===== config.mk =====
export PLATFORM = sky130hd
export DESIGN_NAME = seg_scan_ctrl
export DESIGN_NICKNAME = d
export VERILOG_FILES = /design/src/rtl/seg_scan_ctrl.sv
export SDC_FILE = /design/constraint.sdc
export NUM_CORES = 1
export LEC_CHECK = 0
export CORE_AREA = 2 2 67 69
export DETAILED_ROUTE_END_ITERATION = 8
export DIE_AREA = 0 0 69 71
export PLACE_DENSITY_LB_ADDON = 0.08
export SLEW_MARGIN = 20
export SYNTH_ARGS = -nofsm -noshare
export SYNTH_HDL_FRONTEND = slang
export SYNTH_SLANG_ARGS = --single-unit

===== constraint.sdc =====
create_clock -name clk -period 6.4 [get_ports clk]
set_clock_uncertainty 0.2 [all_clocks]
set_input_delay 1.28 -clock clk [delete_from_list [all_inputs] [get_ports clk]]
set_output_delay 1.28 -clock clk [all_outputs]
set_load 0.02 [all_outputs]

===== src/rtl/seg_scan_ctrl.sv =====
// Time-multiplexed scan controller for a 4-digit common-anode seven-segment display.
// Latches HH:MM once per frame, steps one digit per slot with a dark guard interval
// at the start of each slot, and presents the digit code to a shared decoder.
module seg_scan_ctrl #(
  parameter int unsigned REFRESH_DIV = 50000,
  parameter int unsigned GUARD       = 500
) (
  input  logic       clk,
  input  logic       reset,
  input  logic       en,
  input  logic [3:0] d0,
  input  logic [3:0] d1,
  input  logic [3:0] d2,
  input  logic [3:0] d3,
  input  logic       lz_blank,
  input  logic       colon,
  output logic [3:0] bcd_out,
  output logic [3:0] an_n,
  output logic       dp_n,
  output logic       frame_start
);

  localparam int unsigned CW = $clog2(REFRESH_DIV);
  localparam logic [3:0] CODE_BLANK = 4'hF;

  typedef enum logic [1:0] {
    S_IDLE,
    S_GUARD,
    S_DRIVE
  } state_t;

  state_t        state, state_nx;
  logic [CW-1:0] cnt, cnt_nx;
  logic [1:0]    idx, idx_nx;
  logic [3:0]    q0, q1, q2, q3;
  logic [3:0]    q0_nx, q1_nx, q2_nx, q3_nx;
  logic          latch;
  logic [3:0]    code_nx;
  logic [3:0]    bcd_nx, an_nx;
  logic          dp_nx, fs_nx;

  // Next-state logic: slot counter, digit index and frame latch point
  always_comb begin
    state_nx = state;
    cnt_nx   = cnt;
    idx_nx   = idx;
    latch    = 1'b0;
    if (!en) begin
      state_nx = S_IDLE;
      cnt_nx   = '0;
      idx_nx   = 2'd0;
    end else begin
      case (state)
        S_IDLE: begin
          state_nx = S_GUARD;
          cnt_nx   = '0;
          idx_nx   = 2'd0;
          latch    = 1'b1;
        end
        S_GUARD: begin
          cnt_nx = cnt + CW'(1);
          if (cnt == CW'(GUARD - 1)) state_nx = S_DRIVE;
        end
        S_DRIVE: begin
          if (cnt == CW'(REFRESH_DIV - 1)) begin
            cnt_nx   = '0;
            idx_nx   = idx + 2'd1;
            state_nx = S_GUARD;
            latch    = (idx == 2'd3);
          end else begin
            cnt_nx = cnt + CW'(1);
          end
        end
        default: begin
          state_nx = S_IDLE;
          cnt_nx   = '0;
          idx_nx   = 2'd0;
        end
      endcase
    end
  end

  // Digits as they will be held after this edge; a fresh latch feeds the first slot directly
  always_comb begin
    q0_nx = latch ? d0 : q0;
    q1_nx = latch ? d1 : q1;
    q2_nx = latch ? d2 : q2;
    q3_nx = latch ? d3 : q3;
  end

  // Code for the upcoming digit, with optional leading-zero blanking on the hours tens
  always_comb begin
    code_nx = CODE_BLANK;
    case (idx_nx)
      2'd0: code_nx = q0_nx;
      2'd1: code_nx = q1_nx;
      2'd2: code_nx = q2_nx;
      2'd3: code_nx = (lz_blank && (q3_nx == 4'd0)) ? CODE_BLANK : q3_nx;
      default: code_nx = CODE_BLANK;
    endcase
  end

  // Output values for the upcoming cycle; registered below so nothing is combinational to pins
  always_comb begin
    bcd_nx = CODE_BLANK;
    an_nx  = 4'b1111;
    dp_nx  = 1'b1;
    fs_nx  = 1'b0;
    if (state_nx != S_IDLE) begin
      bcd_nx = code_nx;
      fs_nx  = latch;
      if (state_nx == S_DRIVE) begin
        an_nx = ~(4'b0001 << idx_nx);
        dp_nx = !((idx_nx == 2'd2) && colon);
      end
    end
  end

  // State, counters, latched digits and registered outputs
  always_ff @(posedge clk or posedge reset) begin
    if (reset) begin
      state       <= S_IDLE;
      cnt         <= '0;
      idx         <= 2'd0;
      q0          <= 4'hF;
      q1          <= 4'hF;
      q2          <= 4'hF;
      q3          <= 4'hF;
      bcd_out     <= CODE_BLANK;
      an_n        <= 4'b1111;
      dp_n        <= 1'b1;
      frame_start <= 1'b0;
    end else begin
      state       <= state_nx;
      cnt         <= cnt_nx;
      idx         <= idx_nx;
      q0          <= q0_nx;
      q1          <= q1_nx;
      q2          <= q2_nx;
      q3          <= q3_nx;
      bcd_out     <= bcd_nx;
      an_n        <= an_nx;
      dp_n        <= dp_nx;
      frame_start <= fs_nx;
    end
  end

endmodule


After elaboration in Yosys (flattened, before gate mapping)

Index checks and enable logic that the tools add are counted.

Add/subtract/negate cells: 2
Multiply operators: 0
Shift operators: 1
Magnitude comparators: 0
Bitwise logic cells: 1
Mux-type cells: 25
Divide/modulo/power cells: 0
Reductions and logical operators: 7
Eq/ne operators: 9

Operators by type and width:

| operator                                                               | count |
|---|---|
| 16-bit two-way mux                                                     | 2 |
| 4-bit two-way mux                                                      | 8 |
| 16-bit one-hot mux with 2 select lines                                 | 1 |
| 16-bit by 1-bit adder with 16-bit output, second input constant        | 1 |
| 16-bit equality test, second input constant                            | 1 |
| 16-bit by 9-bit equality test with 1-bit output, second input constant | 1 |
| 4-bit one-hot mux with 4 select lines                                  | 1 |
| 2-bit equality test, second input constant                             | 5 |
| 2-bit two-way mux                                                      | 5 |
| 2-bit one-hot mux with 3 select lines                                  | 1 |
| 1-bit two-way mux                                                      | 5 |
| 2-bit by 1-bit equality test with 1-bit output, second input constant  | 2 |
| 2-bit zero test                                                        | 2 |
| 4-bit zero test                                                        | 1 |
| 4-bit inverter                                                         | 1 |
| 2-bit one-hot mux with 2 select lines                                  | 1 |
| 1-bit by 2-bit left shift with 4-bit output, first input constant      | 1 |
| 2-bit by 1-bit adder with 2-bit output, second input constant          | 1 |
| 1-bit logical AND                                                      | 2 |
| 1-bit one-hot mux with 2 select lines                                  | 1 |
| 2-bit nonzero test                                                     | 1 |
| 1-bit zero test                                                        | 1 |

Bits of input ports: 21
Latch bits: 0
Memories kept: 0
Flip-flop bits (word level): 46
RAM bits: 0
Memory bits (read-only): 0

Depth between registers and ports, before layout

Gate-level depths: netlist of the first run.

Depth after elaboration: 10
Mapped depth: 10
Mapped depth without buffers: 9

Least setup slack after synthesis of the first run

OpenSTA, ideal clock, no wires.

Path type: input -> register
From: input port d3[2]
To: register bcd_out[0]
Path slack: 3.435 ns
Arrival time: 2.694 ns
Library setup time: 0.072 ns
Required time: 6.128 ns
Path buffers: 0
Stages on the path: 5
Cell sequence: or4b_2 > or4_1 > a21oi_2 > a211oi_1 > o21ai_1

Word-level cells in the longest chain between the ends: 6

Ends and longest elaborated chain:

| what                                  | line | text |
|---|---|---|
| start: declaration                    | 14   | `input logic [3:0] d3,` |
| 4-bit two-way mux                     | 88   | `q3_nx = latch ? d3 : q3;` |
| 4-bit zero test                       | 98   | `2'd3: code_nx = (lz_blank && (q3_nx == 4'd0)) ? CODE_BLANK : q3_nx;` |
| 1-bit logical AND                     | 98   |  |
| 4-bit two-way mux                     | 98   |  |
| 4-bit one-hot mux with 4 select lines | 94   | `case (idx_nx)` |
| 4-bit two-way mux                     | 109  | `if (state_nx != S_IDLE) begin` |
| named net bcd_nx[0]                   | 39   | `logic [3:0] bcd_nx, an_nx;` |
| end signal: assignment                | 141  | `bcd_out <= bcd_nx;` |
| end: declaration                      | 17   | `output logic [3:0] bcd_out,` |

The timed path passes the listed nets, and every way through them passes these cells.

Worst setup path after layout of the first run

From: input port en
To: register bcd_out[0]

Word-level cells in the longest chain between the ends: 7

Ends and longest elaborated chain:

| what                                  | line | text |
|---|---|---|
| start: declaration                    | 10   | `input logic en,` |
| 1-bit two-way mux                     | 48   | `if (!en) begin` |
| 4-bit two-way mux                     | 88   |  |
| 4-bit zero test                       | 98   |  |
| 1-bit logical AND                     | 98   |  |
| 4-bit two-way mux                     | 98   |  |
| 4-bit one-hot mux with 4 select lines | 94   |  |
| 4-bit two-way mux (*)                 | 109  |  |
| named net bcd_nx[0]                   | 39   |  |

Mark *: on every way through the listed nets, which the timed path passes. The rest lies on a longest branch.

==> results.yml, run 1 <==
yosys:
  netlist_top_cells_area: "dfstp_2, dfrtp_1, nand3_1, nand2_1, nor2_1"
  syn_inst: 241
  async_reset_ff_frac: 1.00
  netlist.area_leader.share: 0.276
  synth_area_leader_cell: "dfstp_2"
  synth_top_flop_cell: "dfstp_2"
  synth_edf_count: 0
  synth-seq-cells: 46
  avgSynthCellArea_um2: 9.86
  synth_cell_types: 48
  yosys_warnings: 0
  synth_area_um2: 2380
  yosysSeqAreaShare: 0.498
  syn-num-nets: 268
timing:
  slew_violations: 0
  finalWorstSetupSlack_ns: 3.14
  hold_violations: 0
  min_period_ns: 3.26
  fin_crit_sh: 0.509
  rsz0062_at_grt: "false"
  slew_headroom: 0.584
  tightest_slew_ns: 0.625
  finalSetupViolCount: 0
  clock.fmax_ghz: 0.307
  finalSetupTns_ns: 0
global_routing:
  grt_pass1_wl_um: 8530
  grt_usage: 0.217
  met2_usage: 0.366
  antenna_found_initial: 0
  gr-usage-met3: 0.0470
  first_global_vias: 1840
  use_met1: 0.276
  top_usage_layer: "met2"
  grt_max_degree: 47
  grt-ovfl-total: 0
critical_path:
  rrSetupSlack_ns: 3.72
  endpoint_kind: "flop"
  rr_startpoint: "cnt[0]$_DFF_PP0_"
  setup.worst_path.start: "en"
  crit_arrival_ns: 3.27
  worstPathMaxFanout: 11
  crit_type: "input pin to flop"
  crit_required_ns: 6.42
  crit_path_start_kind: "input pin"
clock_tree:
  clock-sinks: 46
  cts_max_level: 2
  cts_tree: "done"
  clock-root-buffer: "clkbuf_8"
  cts_setup_buffers: 0
  clk_pin_slew_ns: 0.08
  hold_buffers: 0
  clockBufferDepth: 2
  cts_made_buffers: 5
  clk_latency_ns: 0.30
  cts_resized: 0
detailed_routing:
  routed_via_density: 5.96
  avgRoutedWirePerCell_um: 15.5
  dr.pass1.iters: 5
  vias: 1938
  wl_um: 5050
  drc: 0
  antenna_left: 0
  drt-initial-drc-count: 107
place:
  port_buffers: 30
  placed_cell_area_um2: 2730
  routabilityCongestion: 0.823
  preCtsSetupSlack_ns: 2.83
  dp_hpwl_um: 3560
finish:
  antenna_cells: 0
  final_nets: 299
  fin_area_um2: 2860
  drive_above_1_share: 0.172
  layout_commonest_cell: "nand3_1"
  layout_common_cells: "nand3_1, clkdlybuf4s50_1, dfstp_2"
  areaGrowthSynthToFinish_pct: 20.5
die:
  fp.dieH_um: 71
  dieArea_um2: 4900
  initial_core_util: 0.565
  fp.dieW_um: 69
  ios: 31
  coreArea_um2: 4200
  fp-row-count: 24
outcome:
  outcome: "completed"
pwr:
  p_per_area_nw_per_um2: 242
  clkPwrFrac: 0.372
  ir_drop_mv: 0.150
  seq_power_share: 0.490
  p_int_uw: 529
  combPwrFrac: 0.138
  total_power_uw: 693
  power_leakage_nw: 1.20
  switching_share: 0.237
  p_switching_uw: 164
worst_hold_path:
  hp-start: "cnt[0]$_DFF_PP0_"
  hold_class: "flop to flop"
run:
  drv_cap: 0
==> power by group through the flow <==
stage / Clock (mW) / Combinational, mW / Sequential (mW)
finish: 0.258 / 0.0955 / 0.340
global route: 0.272 / 0.107 / 0.343
CTS: 0.261 / 0.0961 / 0.340
detailed placement: 0 / 0.0954 / 0.345
global placement: 0 / 0.0938 / 0.344
floorplan: 0 / 0.0573 / 0.347
==> sequential cells by signal, summed over array words and instances, names as in the netlist <==
name and cells:
cnt 16, an_n 4, bcd_out 4, q0 4, q1 4, q2 4, q3 4, idx 2
state 2, dp_n 1, frame_start 1
==> critical path: stages <==
cell and delay [ns]:
clkdlybuf4s50_1 0.56, and2_1 0.25, and3b_1 0.18, a211oi_1 0.07, buf_4 0.18, inv_1 0.27
nand3_1 0.13, a211oi_1 0.25, o21ai_1 0.10
==> synthesized netlist by cell type, types with 2 or more instances <==
cell / number
ha_1: 6
dfstp_2: 25
a211oi_1: 5
dfrtp_1: 21
and3_1: 6
nand2_1: 24
xor2_1: 9
and4_1: 3
nand4_1: 6
o21ai_0: 11
buf_2: 4
a21oi_1: 4
o211ai_1: 2
a41oi_1: 2
xnor2_1: 5
o21ai_1: 7
and2_1: 2
nor2_1: 21
clkbuf_1: 5
and3b_1: 2
a41o_1: 2
a21o_1: 2
inv_1: 7
nand3_1: 36
==> layout make-up <==
type | instances | area [µm²]
fillers | 337 | 1340
flip-flops and latches | 46 | 1180
multi-input cells | 178 | 1120
repair buffers | 33 | 323
clock buffers | 5 | 68.8
clock inverters | 3 | 68.8
well taps | 52 | 65.1
inverters | 8 | 30.0
==> cells by family (layout without fill, tap and decap cells) <==
group	Yosys count	count (layout)	synth area share
adders and majority gates	6	6	0.0316
and+or+nand+nor	112	112	0.251
buffers and inverters	17	49	0.0290
muxes	1	1	0.00632
AOI/OAI and AO/OA	45	45	0.133
xor gates and xnor gates	14	14	0.0516
DFF	46	46	0.498
==> per-stage QoR <==
stage          std cells  hold slack (ns)   util
3_5_place_dp         317            0.280  0.648
3_3_place_gp         317            0.267  0.648
2_1_floorplan        241            0.233      -
4_1_cts              325            0.291  0.681
5_1_grt              325            0.304  0.681
6_report             325            0.288  0.681
==> final timing paths <==
kind | end | cells after the start
worst max-delay path | bcd_out[0]$_DFF_PP1_ | 9
worst min-delay path | cnt[0]$_DFF_PP0_ | 1
worst max register to register | bcd_out[0]$_DFF_PP1_ | 7
worst min register to register | cnt[0]$_DFF_PP0_ | 1
max in group asynchronous | bcd_out[0]$_DFF_PP1_ | 3
min in group asynchronous | cnt[11]$_DFF_PP0_ | 3
==> metal layers <==
metal,vias up,wire [µm]
met5,-,0
met2,48,2570
met1,949,2180
met3,10,183
met4,0,120
li1,931,-
Power figures use the tool's default switching activity.
==> run 2: changes to the inputs <==
--- a/config.mk
+++ b/config.mk
@@ -5,9 +5,9 @@
 export SDC_FILE = /design/constraint.sdc
 export NUM_CORES = 1
 export LEC_CHECK = 0
-export CORE_AREA = 2 2 67 69
+export CORE_AREA = 2 2 69 71
 export DETAILED_ROUTE_END_ITERATION = 8
-export DIE_AREA = 0 0 69 71
+export DIE_AREA = 0 0 71 73
 export PLACE_DENSITY_LB_ADDON = 0.08
 export SLEW_MARGIN = 20
 export SYNTH_ARGS = -nofsm -noshare
==> constraint.sdc (replaced) <==
create_clock -name clk -period 3.1 [get_ports clk]
set_clock_uncertainty 0.2 [all_clocks]
set_input_delay 0.62 -clock clk [delete_from_list [all_inputs] [get_ports clk]]
set_output_delay 0.62 -clock clk [all_outputs]
set_load 0.02 [all_outputs]
==> run 2 against run 1 <==
  * Core utilization shrank 4.6 points
  * First-iteration DRC count down 13%
  * Largest power group unchanged
  * Via count shrank 2.3%
==> results.yml, run 2 (synthesized netlist as in run 1, its figures left out) <==
clock_tree:
  hold_buffers: 0
  clockBufferDepth: 2
  cts_max_level: 2
  cts_setup_buffers: 0
  clk_latency_ns: 0.30
  cts_made_buffers: 5
  clock-root-buffer: "clkbuf_8"
  cts_tree: "done"
  cts_resized: 0
  clk_pin_slew_ns: 0.09
  clock-sinks: 46
critical_path:
  crit_chain: "nor4_4 -> a41oi_2 -> or4_1 -> a21oi_2 -> a211oi_1 -> o21ai_1"
  crit_type: "flop to flop"
  rrSetupSlack_ns: 0.38
  crit_path_top_delay_cell: "or4_1"
  crit_path_start_kind: "flop"
  cp_top_family: "simple AND/OR/NAND/NOR gates"
  endpoint_kind: "flop"
  crit_arrival_ns: 2.75
  crit_required_ns: 3.13
  critPathBufInv: 0
  worstPathMaxFanout: 15
  cp_slowest_stage_delay_ns: 0.61
detailed_routing:
  routed_via_density: 5.76
  dr.pass1.iters: 4
  dr_wl_met3_um: 126
  antenna_left: 0
  route.met2.wl_um: 2620
  drc: 0
  drt-initial-drc-count: 93
  top_layer: "met4"
  avgRoutedWirePerCell_um: 15.4
  wl_um: 5060
  vias: 1894
  met1_length_um: 2260
timing:
  tightest_slew_ns: 0.664
  clock.fmax_ghz: 0.368
  slew_violations: 0
  rsz0062_at_grt: "false"
  finalSetupTns_ns: 0
  min_period_ns: 2.72
  finalSetupViolCount: 0
  hold_violations: 0
  fin_crit_sh: 0.878
  holdWs_ns: 0.272
  slew_headroom: 0.557
global_routing:
  grt-ovfl-total: 0
  grt_usage: 0.210
  antenna_found_initial: 0
  grt_pass1_wl_um: 8630
  first_global_vias: 1841
  grt_max_degree: 47
finish:
  areaGrowthSynthToFinish_pct: 21.2
  largest_reg_flops: 16
  layout_common_cells: "nand3_1, clkdlybuf4s50_1, dfstp_2"
  layout_commonest_cell: "nand3_1"
  final_nets: 301
  layoutNonFillerInstCount: 329
  antenna_cells: 0
  regMostFlops: "cnt"
  finish.utilization: 0.635
  drive_above_1_share: 0.178
  fin_area_um2: 2880
die:
  fp.dieW_um: 71
  fp.dieH_um: 73
  dieArea_um2: 5180
  ios: 31
  fp-row-count: 25
  coreArea_um2: 4540
  initial_core_util: 0.524
place:
  port_buffers: 30
  routabilityCongestion: 0.846
  dp_hpwl_um: 3640
  placed_cell_area_um2: 2740
  dp.cells: 321
worst_hold_path:
  hold_class: "flop to flop"
outcome:
  outcome: "completed"
pwr:
  ir_drop_mv: 0.273
  p_per_area_nw_per_um2: 497
  power_leakage_nw: 1.21
run:
  drv_cap: 0
run 2: layout make-up:
class / instances / area, µm²
clock buffers: 5 / 68.8
clock inverters: 3 / 68.8
fillers: 372 / 1660
inverters: 8 / 30.0
multi-input cells: 178 / 1120
flip-flops and latches: 46 / 1180
well taps: 54 / 67.6
repair buffers: 35 / 338
run 2: layer usage:
metal	vias up	GRT usage
li1	935	-
met1	924	0.268
met2	30	0.368
met3	5	0.0470
met4	0	0.0482
met5	-	0
run 2: final timing paths:
kind,from,endpoint,cells after the start
worst min-delay path,cnt[0]$_DFF_PP0_,cnt[0]$_DFF_PP0_,1
min in group asynchronous,reset,cnt[11]$_DFF_PP0_,3
max in group asynchronous,reset,q1[1]$_DFF_PP1_,3
worst max register to register,cnt[10]$_DFF_PP0_,bcd_out[2]$_DFF_PP1_,6
worst max-delay path,cnt[10]$_DFF_PP0_,bcd_out[2]$_DFF_PP1_,6
worst min register to register,cnt[0]$_DFF_PP0_,cnt[0]$_DFF_PP0_,1
run 2: through the flow:
step | setup slack [ns] | total power, mW
after global placement | 0.308 | 0.908
after floorplan | 0.795 | 0.834
final | 0.379 | 1.43
after CTS | 0.387 | 1.44
after detailed placement | 0.280 | 0.910
after global routing | 0.207 | 1.49
run 2: where the power goes:
group          switching (mW)  leakage [nW]  internal, mW  total [mW]
clock network           0.208        0.0683         0.323       0.531
registers              0.0185         0.554         0.683       0.702
logic                   0.110         0.584        0.0877       0.198
total                   0.337          1.21          1.09        1.43
==> RTL edit 1, RTL diff (flow settings as in run 1) <==
Set the parameter `REFRESH_DIV` to 100000 (it was 50000).
--- a/src/rtl/seg_scan_ctrl.sv
+++ b/src/rtl/seg_scan_ctrl.sv
@@ -4,3 +4,3 @@
 module seg_scan_ctrl #(
-  parameter int unsigned REFRESH_DIV = 50000,
+  parameter int unsigned REFRESH_DIV = 100000,
   parameter int unsigned GUARD       = 500
Behaviour: same outputs for any inputs over 10 cycles, from zero or initial values and one cycle with reset high; that may be too few to reach the edited logic, so the function may still have changed.
==> RTL edit 1 against run 1 <==
Combinational power grew 0.6%; via count shrank 12%; largest cell class unchanged; worst setup slack worse by 0.22 ns; power down 3.5%; wire length shrank 11%; sequential cell count rose by 1; cell area is 1.0% lower; synthesized area is 0.42% lower.
==> RTL edit 1: results (changes against run 1) <==
[worst_setup_path]
cp_slowest_cell=o31a_1
critPathArrivalTime_ns=3.49  ; +0.22 ns
reg2reg_from=cnt[13]
crit_path_max_incr_delay_ns=0.73  ; +0.17 ns

[synthesis]
synth_compound_area_share_pct=9.25  ; -4.1 points
ys_ff_latch=47  ; +2.2%
synthTopCellsByCount=nor2_1 (32), dfstp_2 (25), dfrtp_1 (22)
yosysUniqueCellTypes=42  ; -13%
postSynthAreaPerCell_um2=10.6  ; +7.6%
synthAdderAreaFrac_pct=3.17  ; +0.013 points
syn-num-nets=250  ; -6.7%
synthXorXnorAreaFrac_pct=5.55  ; +0.39 points
ys_seq_area_share_pct=51.0  ; +1.3 points

[sta]
hold_ws_ns=0.304  ; +0.0157 ns

[power]
ir_drop_uv=191  ; +27%
leakagePower_nw=1.10  ; -8.3%

[cells_and_area]
fin_area_um2=2830  ; -1.0%
clock_area_share_pct=4.28  ; -0.52 points
largest_reg_flops=17  ; +1
seq_share_pct=42.6  ; +1.3 points
fillers=346  ; +2.7%
drive_above_1_share_pct=22.7  ; +5.4 points
multi_input_area_um2=1090  ; -2.8%
signal_buffers=32  ; -3.0%
layout.nets=282  ; -5.7%
comb.multi_input.count=161  ; -9.6%

[global_routing]
grt_max_degree=48  ; +2.1%
grt_pass1_wl_mm=8.10  ; -5.0%
grt_usage_pct=20.5  ; -1.3 points

[route]
wl_met1_mm=2.10  ; -3.4%
initialDrtViolationCount=139  ; +30%
via_per_inst=5.56  ; -6.8%
first_pass_iters=4  ; -1
wl_met2_mm=2.19  ; -15%
met3WireLength_um=176  ; -3.8%
vias=1712  ; -12%
drt_wl_total_mm=4.51  ; -11%

[outcome]
outcome=finished, final reports clean

[placement]
dp_slack_ns=2.62  ; -0.207 ns
dpl_cell_area_um2=2710  ; -0.50%
gp_congestion=0.795  ; -3.5%
hpwl_mm=3.24  ; -8.9%

RTL edit 1: cell types whose count changed after synthesis, moves of 4 or more:
cell      delta
a211oi_1     -5
mux2_2      +15
nand2_1      -8
nand3_1     -23
nor2_1      +11
nor3_1       +4
o21ai_0      -5
o21ai_1      -6
RTL edit 1: kinds of logic (layout without fill, tap and decap cells):
family	Yosys count	count (layout)
AND/OR/NAND/NOR	93	93
flip-flops	47	47
AO/OA/AOI/OAI	28	28
multiplexers	19	19
XOR/XNOR	15	15
buffers and inverters	15	48
adder cells (fa/ha/maj)	6	6
RTL edit 1: power by group:
| part | total [W] | internal [W] | switching, W |
|---|---|---|---|
| Sequential | 0.000345 | 0.000337 | 0.00000821 |
| Combinational | 0.0000961 | 0.0000487 | 0.0000475 |
| Clock | 0.000228 | 0.000128 | 0.0000991 |
RTL edit 1: routing by layer:
metal	track usage [%]	vias to the layer above
met3	3.99	5
met4	7.84	0
met5	0	-
li1	-	849
met1	27.1	825
met2	33.7	33
==> RTL edit 2, RTL diff (config.mk and constraints of run 1) <==
Without the edit above. The 3 states of `state_t` get a one-hot encoding in 3 bits.
--- a/src/rtl/seg_scan_ctrl.sv
+++ b/src/rtl/seg_scan_ctrl.sv
@@ -25,6 +25,6 @@
 
-  typedef enum logic [1:0] {
-    S_IDLE,
-    S_GUARD,
-    S_DRIVE
+  typedef enum logic [2:0] {
+    S_IDLE  = 3'b001,
+    S_GUARD = 3'b010,
+    S_DRIVE = 3'b100
   } state_t;
Function: same outputs for any inputs over 10 cycles, from zero or initial values and one cycle with reset high; not proved beyond that.
==> RTL edit 2 against run 1 <==
Combinational power grew 18%; power down 5.7%; non-clock buffer count shrank 3; wire length shrank 13%; critical path depth unchanged; synthesized cell count down 2.1%; sequential power is 7.9% higher; via count is 11% lower; utilization decreased by 4.2 points; worst setup slack got worse by 0.27 ns; register-to-register slack got worse by 0.12 ns; cell area is 6.2% lower; synthesized area fell by 4.3%; sequential cell count grew 1; critical endpoint is now bcd_out[1]; largest power group unchanged; highest routed layer unchanged.
==> RTL edit 2: results (changes against run 1) <==
[route]
initialDrtViolationCount=123  ; +15%
via_per_inst=5.36  ; -10%
first_pass_iters=4  ; -1
drt_wl_total_mm=4.41  ; -13%

[power]
ir_drop_uv=174  ; +16%
p_int_w=0.000479  ; -9.5%
leakagePower_nw=1.10  ; -8.0%

[global_routing]
grtUsageMet2_pct=30.6  ; -6.1 points
grt_use_met1_pct=26.7  ; -0.86 points
grt_pass1_wl_mm=7.67  ; -10%
grt_pass1_vias=1696  ; -7.8%
grt_usage_pct=19.5  ; -2.2 points
grt_use_met3_pct=3.70  ; -1.0 points
grt_max_degree=48  ; +2.1%

[worst_setup_path]
cp_max_fo=18  ; +7
cp_slowest_cell=a31oi_4
reg2reg_slack_ns=3.60  ; -0.12 ns
cpLargestDelayFamily=compound AO/OA/AOI/OAI gates
crit_path_max_incr_delay_ns=0.51  ; -0.05 ns
critPathArrivalTime_ns=3.57  ; +0.30 ns

[synthesis]
netlist_top_cells_area=dfstp_2 (30%), dfrtp_1 (23%), nand2_1 (7.9%), nor2_1 (5.0%), xnor2_1 (3.9%)
synthTopCellsByCount=nand2_1 (48), nor2_1 (30), dfstp_2 (26)
syn-num-nets=259  ; -3.4%
yosysUniqueCellTypes=46  ; -4.2%
ys_seq_area_share_pct=53.2  ; +3.4 points

[cells_and_area]
final_cells=321  ; -1.2%
layout.nets=291  ; -2.7%
drive_above_1_share_pct=17.5  ; +0.26 points

[placement]
dp_slack_ns=2.55  ; -0.279 ns
hpwl_mm=3.02  ; -15%
dp.cells=313  ; -1.3%
dpl_cell_area_um2=2600  ; -4.5%
gp_congestion=0.779  ; -5.3%

[sta]
hold_ws_ns=0.271  ; -0.0173 ns
tightest_slew_ns=0.941  ; +0.317 ns
setup_slack_ns=2.87  ; -0.272 ns

[worst_hold_path]
hold_start=q2[3]

[outcome]
outcome=finished, final reports clean

[RTL edit 2: layout make-up]
type	instances	area, µm²
Sequential cell	47	1210
Clock inverter	3	15.0
Timing Repair Buffer	30	300
Inverter	13	51.3
Multi-Input combinational cell	171	977
Clock buffer	5	68.8
Tap cell	52	65.1
Fill cell	363	1520
[RTL edit 2: power groups by stage]
stage | Clock [W] | Sequential (W) | Combinational, W
CTS | 0.000179 | 0.000368 | 0.000114
floorplan | 0 | 0.000375 | 0.0000726
global route | 0.000189 | 0.000372 | 0.000127
detailed placement | 0 | 0.000373 | 0.000113
global placement | 0 | 0.000372 | 0.000111
finish | 0.000174 | 0.000367 | 0.000113
[RTL edit 2: metal layers]
metal  up-vias  wire length, µm
met5         -                0
met4         0               88
met3         9              157
met2        28             2080
met1       836             2090
li1        846                -
[RTL edit 2: cell families (layout without fill, tap and decap cells)]
family / after synthesis / count (layout) / share of synthesized area (%)
muxes: 3 / 3 / 1.82
AOI/OAI and AO/OA: 32 / 32 / 9.03
adders and majority gates: 2 / 2 / 1.10
xor gates and xnor gates: 15 / 15 / 5.78
DFF: 47 / 47 / 53.2
and+or+nand+nor: 119 / 119 / 25.3
buffers and inverters: 18 / 51 / 3.85
[RTL edit 2: worst paths after layout]
path,endpoint,cells after the start
worst min register to register,q2[3],2
worst min-delay path,q2[3],2
worst max register to register,bcd_out[2],8
worst max-delay path,bcd_out[1],9
max in group asynchronous,cnt[14],2
min in group asynchronous,cnt[15],2
[RTL edit 2: worst reg2reg max path: cells and delay by family, from the launching register on]
family	cells	cell delay, ns
compound gates	3	0.86
fa+ha+maj	1	0.23
buf+inv	1	0.23
flops	1	0.39
simple gates	3	0.82
